File: src/rtl/hmmm_programmer.sv
// ---------------------------------------------------------------------------
// hmmm_programmer
//
// Serialises Hmmm program words (8-bit address + 16-bit instruction) onto the
// two-wire programming interface of a Hmmm core.  An upstream source offers
// words through a valid/ready handshake into a one-entry holding register.
// The FSM drains that register into a shifter and emits one frame per word:
//
//    START : both lines 1                        (1 bit period)
//    SHIFT : 16 bit periods, index i = 15..0     (16 bit periods)
//            pgrm_data = data[i]
//            pgrm_addr = addr[i-8] for i >= 8, else 0
//    GAP   : both lines 0                        (1 bit period)
//
// One bit period is CLK_DIV clock cycles, so a frame is 18*CLK_DIV cycles.
// Frames run back to back when the holding register is already full at the
// end of GAP.
//
// Ports
//    clk        in   1   clock, all state on the rising edge
//    rst        in   1   synchronous active-high reset
//    wr_valid   in   1   upstream word offered
//    wr_ready   out  1   holding register empty
//    wr_addr    in   8   instruction-memory address
//    wr_data    in  16   instruction word
//    pgrm_addr  out  1   serial address line (registered)
//    pgrm_data  out  1   serial data line (registered)
//    busy       out  1   frame in flight or word waiting
//    words_sent out  9   completed frames, saturating at 511
// ---------------------------------------------------------------------------
module hmmm_programmer #(
   parameter int unsigned CLK_DIV = 1
) (
   input  logic        clk,
   input  logic        rst,
   input  logic        wr_valid,
   output logic        wr_ready,
   input  logic [7:0]  wr_addr,
   input  logic [15:0] wr_data,
   output logic        pgrm_addr,
   output logic        pgrm_data,
   output logic        busy,
   output logic [8:0]  words_sent
);

   typedef enum logic [1:0] {
      ST_IDLE  = 2'd0,
      ST_START = 2'd1,
      ST_SHIFT = 2'd2,
      ST_GAP   = 2'd3
   } state_e;

   // Last divider value of a bit period.
   localparam logic [7:0] DIV_LAST = 8'(CLK_DIV - 1);

   state_e      state_q,     state_d;
   logic [7:0]  div_q,       div_d;
   logic [3:0]  bit_q,       bit_d;
   logic [7:0]  sh_addr_q,   sh_addr_d;
   logic [15:0] sh_data_q,   sh_data_d;
   logic        hold_full_q, hold_full_d;
   logic [7:0]  hold_addr_q, hold_addr_d;
   logic [15:0] hold_data_q, hold_data_d;
   logic [8:0]  words_q,     words_d;
   logic        line_addr_q, line_addr_d;
   logic        line_data_q, line_data_d;
   logic        busy_q,      busy_d;
   logic        ready_q,     ready_d;

   logic        period_end_s;
   logic        hold_clr_s;
   logic        accept_s;

   // Next-state, shifter, counter and holding-register logic.
   always_comb begin
      state_d      = state_q;
      div_d        = div_q + 8'd1;
      bit_d        = bit_q;
      sh_addr_d    = sh_addr_q;
      sh_data_d    = sh_data_q;
      words_d      = words_q;
      hold_clr_s   = 1'b0;
      period_end_s = (div_q == DIV_LAST);

      case (state_q)
         ST_IDLE: begin
            div_d = 8'd0;
            if (hold_full_q) begin
               sh_addr_d  = hold_addr_q;
               sh_data_d  = hold_data_q;
               hold_clr_s = 1'b1;
               state_d    = ST_START;
            end else begin
               state_d    = ST_IDLE;
            end
         end
         ST_START: begin
            if (period_end_s) begin
               div_d   = 8'd0;
               bit_d   = 4'd15;
               state_d = ST_SHIFT;
            end else begin
               state_d = ST_START;
            end
         end
         ST_SHIFT: begin
            if (period_end_s) begin
               div_d = 8'd0;
               if (bit_q == 4'd0) begin
                  state_d = ST_GAP;
               end else begin
                  bit_d   = bit_q - 4'd1;
               end
            end else begin
               state_d = ST_SHIFT;
            end
         end
         ST_GAP: begin
            if (period_end_s) begin
               div_d = 8'd0;
               if (words_q != 9'd511) begin
                  words_d = words_q + 9'd1;
               end else begin
                  words_d = words_q;
               end
               // A waiting word starts immediately, with no idle cycle.
               if (hold_full_q) begin
                  sh_addr_d  = hold_addr_q;
                  sh_data_d  = hold_data_q;
                  hold_clr_s = 1'b1;
                  state_d    = ST_START;
               end else begin
                  state_d    = ST_IDLE;
               end
            end else begin
               state_d = ST_GAP;
            end
         end
         default: begin
            div_d   = 8'd0;
            state_d = ST_IDLE;
         end
      endcase

      // Acceptance only depends on the registered hold flag, so a word that
      // arrives on the same edge the hold is drained waits for the next edge.
      accept_s = wr_valid & ~hold_full_q;
      if (accept_s) begin
         hold_full_d = 1'b1;
         hold_addr_d = wr_addr;
         hold_data_d = wr_data;
      end else if (hold_clr_s) begin
         hold_full_d = 1'b0;
         hold_addr_d = hold_addr_q;
         hold_data_d = hold_data_q;
      end else begin
         hold_full_d = hold_full_q;
         hold_addr_d = hold_addr_q;
         hold_data_d = hold_data_q;
      end
   end

   // Line, busy and ready values derived from the state being entered so
   // that the registered outputs describe the cycle after the edge.
   always_comb begin
      line_addr_d = 1'b0;
      line_data_d = 1'b0;
      case (state_d)
         ST_START: begin
            line_addr_d = 1'b1;
            line_data_d = 1'b1;
         end
         ST_SHIFT: begin
            line_data_d = sh_data_d[bit_d];
            // Upper half of the frame carries the address, lower half is 0.
            if (bit_d[3]) begin
               line_addr_d = sh_addr_d[bit_d[2:0]];
            end else begin
               line_addr_d = 1'b0;
            end
         end
         default: begin
            line_addr_d = 1'b0;
            line_data_d = 1'b0;
         end
      endcase
      busy_d  = (state_d != ST_IDLE) | hold_full_d;
      ready_d = ~hold_full_d;
   end

   // State and output registers with synchronous reset.
   always_ff @(posedge clk) begin
      if (rst) begin
         state_q     <= ST_IDLE;
         div_q       <= 8'd0;
         bit_q       <= 4'd0;
         sh_addr_q   <= 8'd0;
         sh_data_q   <= 16'd0;
         hold_full_q <= 1'b0;
         hold_addr_q <= 8'd0;
         hold_data_q <= 16'd0;
         words_q     <= 9'd0;
         line_addr_q <= 1'b0;
         line_data_q <= 1'b0;
         busy_q      <= 1'b0;
         ready_q     <= 1'b1;
      end else begin
         state_q     <= state_d;
         div_q       <= div_d;
         bit_q       <= bit_d;
         sh_addr_q   <= sh_addr_d;
         sh_data_q   <= sh_data_d;
         hold_full_q <= hold_full_d;
         hold_addr_q <= hold_addr_d;
         hold_data_q <= hold_data_d;
         words_q     <= words_d;
         line_addr_q <= line_addr_d;
         line_data_q <= line_data_d;
         busy_q      <= busy_d;
         ready_q     <= ready_d;
      end
   end

   assign pgrm_addr  = line_addr_q;
   assign pgrm_data  = line_data_q;
   assign busy       = busy_q;
   assign wr_ready   = ready_q;
   assign words_sent = words_q;

endmodule

File: config.mk
export PLATFORM = sky130hd
export DESIGN_NAME = hmmm_programmer
export DESIGN_NICKNAME = d
export VERILOG_FILES = /design/src/rtl/hmmm_programmer.sv
export SDC_FILE = /design/constraint.sdc
export NUM_CORES = 1
export LEC_CHECK = 0
export CAP_MARGIN = 20
export CORE_AREA = 3 3 93 95
export CTS_BUF_LIST = sky130_fd_sc_hd__clkbuf_8
export DETAILED_ROUTE_END_ITERATION = 16
export DIE_AREA = 0 0 96 98
export PLACE_DENSITY = 0.63
export SETUP_SLACK_MARGIN = 0.4
export SLEW_MARGIN = 20
export SYNTH_ARGS = -nofsm -noshare
export SYNTH_HDL_FRONTEND = slang
export SYNTH_SLANG_ARGS = --single-unit
export TNS_END_PERCENT = 30
File: constraint.sdc
create_clock -name clk -period 3.2 [get_ports clk]
set_clock_uncertainty 0.2 [all_clocks]
set_input_delay 0.32 -clock clk [delete_from_list [all_inputs] [get_ports clk]]
set_output_delay 0.32 -clock clk [all_outputs]
set_load 0.01 [all_outputs]
==> results.sh <==
export IMPL_syn_nets=440
export IMPL_rrSetupSlack_ns=0.30
export IMPL_synth_main_ff_cell="dfxtp_1"
export IMPL_start_util=0.447
export IMPL_port_buffers=39
export IMPL_synthArstFlopShare=0
export IMPL_cts_max_path_buffers=2
export IMPL_grt_max_degree=40
export IMPL_worstPathRequired_ns=3.22
export IMPL_ys_ff_latch=76
export IMPL_overflow=0
export IMPL_cts_tree="yes"
export IMPL_clkSinkCount=76
export IMPL_min_path_type="reg2reg"
export IMPL_synth_area_leaders="dfxtp_1, nand2_1, nor2_1"
export IMPL_core_area_sq_um=7810
export IMPL_wl_per_cell_um=14.5
export IMPL_maxCapViolations=0
export IMPL_clkTransAtPathRegs_ns=0.07
export IMPL_die_y_um=98
export IMPL_relSlewSlack=0.351
export IMPL_r2r_start="state_q[1]$_SDFF_PP0_"
export IMPL_vias_per_cell=5.31
export IMPL_cp_max_fo=6
export IMPL_fp_row_count=32
export IMPL_status="finished, final reports clean"
export IMPL_drt_wl_total_mm=8.16
export IMPL_synth_top_area_cell="dfxtp_1"
export IMPL_finalWeightedCongestion=0.774
export IMPL_worstHoldStart="div_q[0]$_SDFF_PP0_"
export IMPL_tightest_slew_ns=0.973
export IMPL_hold_ws_ns=0.246
export IMPL_via_count=2997
export IMPL_top_level_ports=40
export IMPL_start_kind="flip-flop"
export IMPL_final_hold_viol_count=0
export IMPL_fmax_ghz=0.345
export IMPL_timing_rr_end="pgrm_data$_SDFF_PP0_"
export IMPL_dpl_cell_area_sq_um=4020
export IMPL_drtIter0Drc=138
export IMPL_end_kind="flip-flop"
export IMPL_p_total_mw=2.06
export IMPL_clockRootBuffer="clkbuf_8"
export IMPL_yosysMostFrequentCell="dfxtp_1"
export IMPL_yosysUniqueCellTypes=59
export IMPL_powerDensity_nw_per_um2=458
export IMPL_clkLatencyLatePin_ns=0.35
export IMPL_finalSetupViolCount=0
export IMPL_crit_arrival_ns=2.92
export IMPL_die_area_sq_um=9410
export IMPL_hold_end="div_q[0]$_SDFF_PP0_"
export IMPL_finalNonFillerCells=564
export IMPL_worst_path_most_repeated_cell="buf_4"
export IMPL_postSynthCellCount=400
export IMPL_fin_util=0.576
export IMPL_reg2reg_depth=13
export IMPL_finalWorstSetupSlack_ns=0.298
export IMPL_ys_seq_area_frac=0.436
export IMPL_power_leakage_nw=1.71
export IMPL_slew_viol_final=0
export IMPL_ant_nets=0
export IMPL_ir_worst_vdd_uv=242
export IMPL_place_ws_ns=-0.00943
export IMPL_yosysWarningCount=0
export IMPL_diodes=0
export IMPL_critPathTopFamily="compound AO/OA/AOI/OAI gates"
export IMPL_fin_crit_ns=2.90
export IMPL_tns_ns=0
export IMPL_place_inst=532
export IMPL_final_nets=498
export IMPL_path_cells="inv_4 > buf_4 > ha_4 > nand2b_1 > nor3_2 > a211oi_4 > buf_4 > buf_6 > mux2_4 > a221oi_2 > a21oi_1 > a311oi_1 > a31oi_1"
export IMPL_syn_cell_area_sq_um=3490
export IMPL_rsz0062_at_grt="true"
export IMPL_synth_top_cell_area_share=0.436
export IMPL_dr_pass1_iters=4
export IMPL_grt_usage=0.184
export IMPL_die_x_um=96
export IMPL_finalCritPeriodShare=0.907
export IMPL_dp_hpwl_mm=5.24
export IMPL_drc=0
export IMPL_drive_gt1_frac=0.201
export IMPL_cts_buffers=9
export IMPL_area_growth_pct=28.8
export IMPL_antenna_found_initial=0
export IMPL_cts_htree_levels=3
export IMPL_cts_hold_fix_buffers=0
export IMPL_cp_buffers_inverters=4
export IMPL_path_class="reg2reg"
export IMPL_synth_edf_count=0
export IMPL_synth_commonest_cells="dfxtp_1, nand2_1, nor2_1"
export IMPL_design_area_sq_um=4500
export IMPL_slowest_stage="dfxtp_2"
export IMPL_synth_avg_cell_area_sq_um=8.73
export IMPL_grt_pass1_vias=2822
export IMPL_grt_pass1_wl_mm=13.7
export IMPL_holdPathStages=1
export IMPL_cpPeakStageDelay_ns=0.35
[cells in the final DEF, fill, tap and decap left out, types with 4 or more instances in the layout]
| cell type | count |
|---|---|
| a22oi_1 | 22 |
| inv_2 | 5 |
| mux2_4 | 4 |
| nor2_1 | 45 |
| nand3_1 | 8 |
| clkbuf_8 | 10 |
| and3_1 | 5 |
| o21ai_0 | 6 |
| a21oi_1 | 33 |
| mux2_2 | 8 |
| ha_1 | 9 |
| clkdlybuf4s50_1 | 38 |
| inv_1 | 7 |
| dfxtp_2 | 6 |
| mux2i_1 | 9 |
| nor2b_1 | 4 |
| ha_4 | 4 |
| or3_1 | 5 |
| nand2_1 | 59 |
| xor2_1 | 8 |
| buf_4 | 29 |
| dfxtp_1 | 70 |
| nand4_1 | 4 |
[flip-flops by register name, indices dropped and copies added (netlist names), 2 cells and up]
name	cells
hold_addr_q	8
sh_data_q	16
sh_addr_q	8
bit_q	4
words_sent	9
div_q	8
hold_data_q	16
state_q	2
[worst max path at each step]
stage,cells past startpoint,to,startpoint,slack [ns]
after CTS,11,pgrm_data$_SDFF_PP0_,state_q[1]$_SDFF_PP0_,0.32
final,13,pgrm_data$_SDFF_PP0_,state_q[1]$_SDFF_PP0_,0.30
after global placement,11,pgrm_data$_SDFF_PP0_,bit_q[0]$_SDFF_PP0_,0.12
after global routing,12,pgrm_data$_SDFF_PP0_,div_q[0]$_SDFF_PP0_,0.13
after floorplan,11,pgrm_data$_SDFF_PP0_,state_q[0]$_SDFF_PP0_,0.42
after detailed placement,11,pgrm_data$_SDFF_PP0_,bit_q[0]$_SDFF_PP0_,-0.009
[metal layers]
| layer | wire length (um) | vias to the layer above | track usage | part of all wire |
|---|---|---|---|---|
| li1 | - | 1507 | - | - |
| met1 | 3650 | 1395 | 0.238 | 0.45 |
| met3 | 364 | 17 | 0.0331 | 0.045 |
| met2 | 3980 | 78 | 0.293 | 0.49 |
| met4 | 161 | 0 | 0.0886 | 0.020 |
| met5 | 0 | - | 0 | 0 |
[where the power goes]
part / leakage (nW) / total, mW / switching [mW] / internal (mW)
clock network: 0.0979 / 0.720 / 0.347 / 0.373
registers: 0.621 / 1.01 / 0.0267 / 0.982
logic: 0.995 / 0.330 / 0.169 / 0.161
[cells by family (layout without fill, tap and decap cells)]
kind of cell,after synthesis,in the layout,synth area share
muxes,22,22,0.0688
xor gates and xnor gates,11,11,0.0276
AOI/OAI and AO/OA,88,88,0.170
buffers and inverters,37,99,0.0452
DFF,76,76,0.436
adders and majority gates,13,13,0.0466
and+or+nand+nor,153,153,0.206
[timing repair]
item                                   4_1_cts  5_1_grt
gates resized for setup                     26       13
setup endpoints to repair                    2        4
endpoints found under the hold margin        0        0
buffers inserted                            11        6
pin swaps                                   12        7
[area by class of cell]
cell class | count | area, sq um
inverter | 13 | 51.3
sequential | 76 | 1530
timing repair buffer | 71 | 646
clock buffer | 10 | 138
multi-input combinational | 287 | 1950
clock inverter | 5 | 52.6
fill | 715 | 3310
tap | 102 | 128
(Power assumes the default switching activity.)
